<file path="src/rtl/rvj1_wb_sram_bridge.sv">
// Wishbone classic slave driving port 0 (rw) of one OpenRAM 32x512 1rw1r macro.
// Decodes the window, drives the macro's active-low strobes and byte mask, waits out read latency.
module rvj1_wb_sram_bridge #(
    parameter int unsigned ADDR_WIDTH_WORDS = 9,
    parameter logic [31:0] BASE_ADDR        = 32'h3000_0000,
    parameter int unsigned SRAM_LATENCY     = 1
) (
    input  logic                        clk_i,
    input  logic                        rstn_i,
    input  logic                        wbs_cyc_i,
    input  logic                        wbs_stb_i,
    input  logic                        wbs_we_i,
    input  logic [3:0]                  wbs_sel_i,
    input  logic [31:0]                 wbs_adr_i,
    input  logic [31:0]                 wbs_dat_i,
    output logic                        wbs_ack_o,
    output logic                        wbs_err_o,
    output logic [31:0]                 wbs_dat_o,
    output logic                        sram_clk0,
    output logic                        sram_csb0,
    output logic                        sram_web0,
    output logic [3:0]                  sram_wmask0,
    output logic [ADDR_WIDTH_WORDS-1:0] sram_addr0,
    output logic [31:0]                 sram_din0,
    input  logic [31:0]                 sram_dout0
);

    localparam int unsigned TAG_LSB = ADDR_WIDTH_WORDS + 2;
    localparam int unsigned CNT_W   = 2;

    typedef enum logic [2:0] {
        S_IDLE,
        S_RWAIT,
        S_RCAP,
        S_ACK,
        S_ERR
    } state_e;

    state_e             state_q;
    logic [CNT_W-1:0]   cnt_q;
    logic               ack_q;
    logic               err_q;
    logic [31:0]        dat_q;

    logic accept_c;
    logic hit_c;
    logic wr_access_c;
    logic rd_access_c;

    // Macro strobes are only ever asserted in the accept cycle, and never during reset.
    assign accept_c    = (state_q == S_IDLE) && wbs_cyc_i && wbs_stb_i;
    assign hit_c       = (wbs_adr_i[31:TAG_LSB] == BASE_ADDR[31:TAG_LSB]) && (wbs_adr_i[1:0] == 2'b00);
    assign wr_access_c = accept_c && hit_c && wbs_we_i && (wbs_sel_i != 4'b0000);
    assign rd_access_c = accept_c && hit_c && !wbs_we_i;

    assign sram_clk0   = clk_i;
    assign sram_csb0   = !(rstn_i && (wr_access_c || rd_access_c));
    assign sram_web0   = !(rstn_i && wr_access_c);
    assign sram_wmask0 = wr_access_c ? wbs_sel_i : 4'b0000;
    assign sram_addr0  = wbs_adr_i[TAG_LSB-1:2];
    assign sram_din0   = wbs_dat_i;

    assign wbs_ack_o = ack_q;
    assign wbs_err_o = err_q;
    assign wbs_dat_o = dat_q;

    // Single-process FSM; ack/err are one-cycle registered pulses.
    always_ff @(posedge clk_i or negedge rstn_i) begin
        if (!rstn_i) begin
            state_q <= S_IDLE;
            cnt_q   <= '0;
            ack_q   <= 1'b0;
            err_q   <= 1'b0;
            dat_q   <= '0;
        end else begin
            ack_q <= 1'b0;
            err_q <= 1'b0;
            unique case (state_q)
                S_IDLE: begin
                    if (accept_c) begin
                        if (!hit_c) begin
                            state_q <= S_ERR;
                            err_q   <= 1'b1;
                        end else if (wbs_we_i) begin
                            state_q <= S_ACK;
                            ack_q   <= 1'b1;
                        end else if (SRAM_LATENCY <= 1) begin
                            state_q <= S_RCAP;
                        end else begin
                            state_q <= S_RWAIT;
                            cnt_q   <= CNT_W'(SRAM_LATENCY - 1);
                        end
                    end
                end
                S_RWAIT: begin
                    if (!wbs_cyc_i) begin
                        state_q <= S_IDLE;
                    end else begin
                        cnt_q <= cnt_q - CNT_W'(1);
                        if (cnt_q == CNT_W'(1)) begin
                            state_q <= S_RCAP;
                        end
                    end
                end
                S_RCAP: begin
                    if (!wbs_cyc_i) begin
                        state_q <= S_IDLE;
                    end else begin
                        dat_q   <= sram_dout0;
                        ack_q   <= 1'b1;
                        state_q <= S_ACK;
                    end
                end
                S_ACK:   state_q <= S_IDLE;
                S_ERR:   state_q <= S_IDLE;
                default: state_q <= S_IDLE;
            endcase
        end
    end

endmodule

</file>
<file path="config.mk">
export PLATFORM = sky130hd
export DESIGN_NAME = rvj1_wb_sram_bridge
export DESIGN_NICKNAME = d
export VERILOG_FILES = /design/src/rtl/rvj1_wb_sram_bridge.sv
export SDC_FILE = /design/constraint.sdc
export NUM_CORES = 1
export LEC_CHECK = 0
export CORE_MARGIN = 2
export CORE_UTILIZATION = 30
export DETAILED_ROUTE_END_ITERATION = 8
export PLACE_DENSITY = 0.8
export SLEW_MARGIN = 20
export SYNTH_ARGS = -nofsm -noshare
export SYNTH_HDL_FRONTEND = slang
export SYNTH_SLANG_ARGS = --single-unit
</file>
<file path="constraint.sdc">
create_clock -name clk_i -period 1.83 [get_ports clk_i]
set_input_delay 0.366 -clock clk_i [delete_from_list [all_inputs] [get_ports clk_i]]
set_output_delay 0.366 -clock clk_i [all_outputs]
set_load 0.05 [all_outputs]
</file>
# Word level (Yosys, flattened, before mapping)

Index checks and enable logic that the tools add are counted.

Bits in registers: 39
Input port bits: 105
Output and inout bits: 82
Word-level logic and storage cells: 47

$add $sub $neg: 1
Eq/ne operators: 6
Multiplexer cells: 16
Reductions and logical operators: 19

Operators by type and width:

| kind                   | number |
|---|---|
| $eq A21 B19 Y1 const B | 1 |
| $mux W3                | 4 |
| $logic_and A1 B1 Y1    | 9 |
| $pmux W3 S3            | 1 |
| $mux W1                | 8 |
| $reduce_and A2 Y1      | 3 |
| $mux W4                | 1 |
| $reduce_bool A4 Y1     | 1 |
| $eq A3 B1 Y1 const B   | 1 |
| $eq A3 B2 Y1 const B   | 1 |
| $logic_not A1 Y1       | 3 |
| $logic_not A3 Y1       | 1 |
| $ne A3 B3 Y1 const B   | 1 |
| $eq A2 B1 Y1 const B   | 1 |
| $logic_not A2 Y1       | 1 |
| $mux W2                | 1 |
| $ne A2 B2 Y1 const B   | 1 |
| $pmux W1 S2            | 1 |
| $sub A2 B1 Y2 const B  | 1 |
| $logic_or A1 B1 Y1     | 1 |

# Longest topological paths before layout

Word-level depth: 9
Gate-level depth with buffers: 6
Mapped depth without buffers: 6

==> metrics.yaml <==
critical_path:
  critPathCaptureType: "output pin"
  critPathMaxStageDelay_ns: 0.45
  worstPathArrival_ns: 1.86
  crit_fanout: 7
  slowest_stage: "clkdlybuf4s50_1"
  crit_chain: "clkdlybuf4s50_1 > nor4_2 > nand2_1 > nor4_4 > buf_4 > and2_4 > buf_12"
  startpoint_type: "primary input"
  critPathKind: "in2out"
  cp.required_ns: 1.46
power_and_ir_drop:
  combinationalPowerShare_pct: 9.8
  swShare_pct: 25.21
  p_leak_nw: 1.622
  p_int_mw: 1.409
  p_seq_share_pct: 45.9
  p_sw_mw: 0.4749
  peakVddDrop_uv: 577.3
  power_frac_clock_pct: 44.3
  power_density_nw_per_um2: 613.8
timing:
  hold_ws_ns: 0.06412
  fin_crit_sh_pct: 121.6
  setup_ws_ns: -0.3944
  hold_violations: 0
  finalClockSkew_ns: 0.01273
  slew_headroom_pct: 66.18
  slew_viol_final: 0
  setup_viol: 6
  worst_pin_slew_ns: 0.5026
  rsz0062_at_grt: "yes"
  finalCriticalPeriod_ns: 2.224
  max_freq_mhz: 449.6
floorplanning:
  die_area_um2: 7259
  die_h_um: 85.20
  io-pin-count: 187
  die_w_um: 85.20
  rows: 29
  start_util_pct: 31.15
  core_um2: 6350
status:
  status: "finished with violations"
  violations: "negative setup slack"
final_layout:
  diodes: 0
  layout_common_cells: "clkdlybuf4s50_1, buf_4, dfrtp_1"
  num-fill-cells: 573
  nets: 346
  syn_to_final_growth_pct: 55.15
  regArea_um2: 975.9
  multi_input_area_um2: 710.7
  drive_above_1_share_pct: 45.23
  post_layout_nonfiller_instances: 318
  final_common_cell: "clkdlybuf4s50_1"
route:
  drt_first_pass_iters: 4
  drt_iter0_markers: 25
  drcViolationCount: 0
  dr_total_vias: 1475
  wl_per_cell_um: 15.03
  vias_per_cell: 4.638
  routed_wl_um: 4780
  ant_nets: 0
logic_synthesis:
  ys_ff_latch: 39
  synth_area_um2: 1978
  synth_top_cell_by_area: "dfrtp_1"
  synth_seq_area_share_pct: 49.34
  syn_avg_cell_area_um2: 12.44
  synth_nets: 265
  yosysTopAreaCellShare_pct: 49.34
  ys_warn_count: 0
  synthTopCellsByArea: "dfrtp_1, mux2_2, buf_4"
  syn_inst: 159
  synth_cell_types: 27
clock_network:
  cts.clk_slew.worst_paths_ns: 0.08
  clock_latency_ns: 0.39
  cts_tree: "done"
grt:
  grt_overflow_total: 0
  grtUsageTotal_pct: 13.53
  grt_start_max_net_pins: 33
  grt_pass1_wl_um: 7672
  antenna_found_initial: 0
  grt_pass1_vias: 1583
place:
  gp_congestion: 0.6991
  port_buffers: 104
  hpwl_um: 3584
  dp_cells: 304
hold_path:
  hold_path_class: "in2async"
flow_run:
  max_cap_violations: 0
[logic make-up after synthesis]
kind of cell	Yosys count	share of synthesized area [%]
DFF	39	49.34
buffers and inverters	48	17.58
muxes	33	18.79
xor gates and xnor gates	1	0.4428
and+or+nand+nor	32	11.83
AOI/OAI and AO/OA	5	1.392
adders and majority gates	1	0.6324
[final timing paths]
check | from | to | slack [ns] | cells after the start
max reg2reg | state_q[0]$_DFFE_PN0P_ | wbs_dat_o[19]$_DFFE_PN0P_ | 0.26 | 5
min in group clk_i | cnt_q[0]$_DFFE_PN0P_ | cnt_q[0]$_DFFE_PN0P_ | 0.50 | 1
max in group asynchronous | rstn_i | cnt_q[0]$_DFFE_PN0P_ | 1.11 | 2
min | rstn_i | wbs_dat_o[31]$_DFFE_PN0P_ | 0.06 | 2
min reg2reg | cnt_q[0]$_DFFE_PN0P_ | cnt_q[0]$_DFFE_PN0P_ | 0.50 | 1
max | wbs_adr_i[13] | sram_wmask0[0] | -0.39 | 7
[per-layer routing]
layer / vias up / share of wire, % / GRT usage (%)
met3: 19 / 8.6 / 6.031
met5: - / 0 / 0
met4: 0 / 2.3 / 7.648
met1: 725 / 38 / 14.92
met2: 73 / 51 / 21.66
li1: 658 / - / -
[cell type report]
type,count,share of cell area (%)
tap,77,3.139
multi-input combinational,72,23.16
sequential,39,31.80
inverter,2,0.2446
clock buffer,10,3.873
timing repair buffer,116,37.38
clock inverter,2,0.4077
[synth_stat cells]
cell type and number:
a211oi_1 1, a21oi_1 2, and2_1 4, and3b_1 1, and4bb_2 1, buf_2 2
buf_4 44, dfrtp_1 39, ha_1 1, inv_1 2, mux2_2 33, nand2_1 3
nand3_1 1, nand3b_1 2, nand4_2 1, nor2_1 5, nor2b_1 3, nor3_1 1
nor3b_1 1, nor4_1 3, nor4_2 1, nor4_4 2, o21ai_0 2, or2_2 1
or3_1 1, or4_1 1, xnor2_1 1
[power groups by stage]
| stage | registers, mW | logic, mW | clock network [mW] |
|---|---|---|---|
| finish | 0.865 | 0.185 | 0.834 |
| global route | 0.865 | 0.201 | 0.924 |
| CTS | 0.865 | 0.188 | 0.877 |
| detailed placement | 0.882 | 0.187 | 0.126 |
| global placement | 0.882 | 0.184 | 0.126 |
| floorplan | 0.886 | 0.257 | 0.118 |
[flip-flops by register name (all words and copies together), names as in the netlist]
name,cells
cnt_q,2
state_q,3
wbs_ack_o,1
wbs_dat_o,32
wbs_err_o,1
[timing repair]
action                                  CTS  global route
gates resized for setup                  23            20
hold buffers                              1             0
pin swaps                                10            11
hold endpoints to repair                  7             0
setup buffers                             2             1
endpoints found under the setup margin   11             6
[worst max-delay path, delay by kind of cell]
kind	cells	cell delay [ns]
buffers and inverters	3	0.76
AND/OR/NAND/NOR	4	0.74
[per-stage QoR]
stage / power (mW) / cell area (um^2) / setup TNS [ns] / util (%) / worst slack, ns
after global routing: 1.990 / 3069 / -2.702 / 48.34 / -0.4748
final: 1.884 / 3069 / -2.195 / 48.34 / -0.3944
after detailed placement: 1.194 / 2840 / -6.299 / 44.73 / -0.5639
after CTS: 1.929 / 2992 / -2.400 / 47.11 / -0.4209
after global placement: 1.191 / 2840 / -5.751 / 44.73 / -0.5390
after floorplan: 1.261 / 1988 / -0.1933 / - / -0.1108
Power figures use the tool's default switching activity.
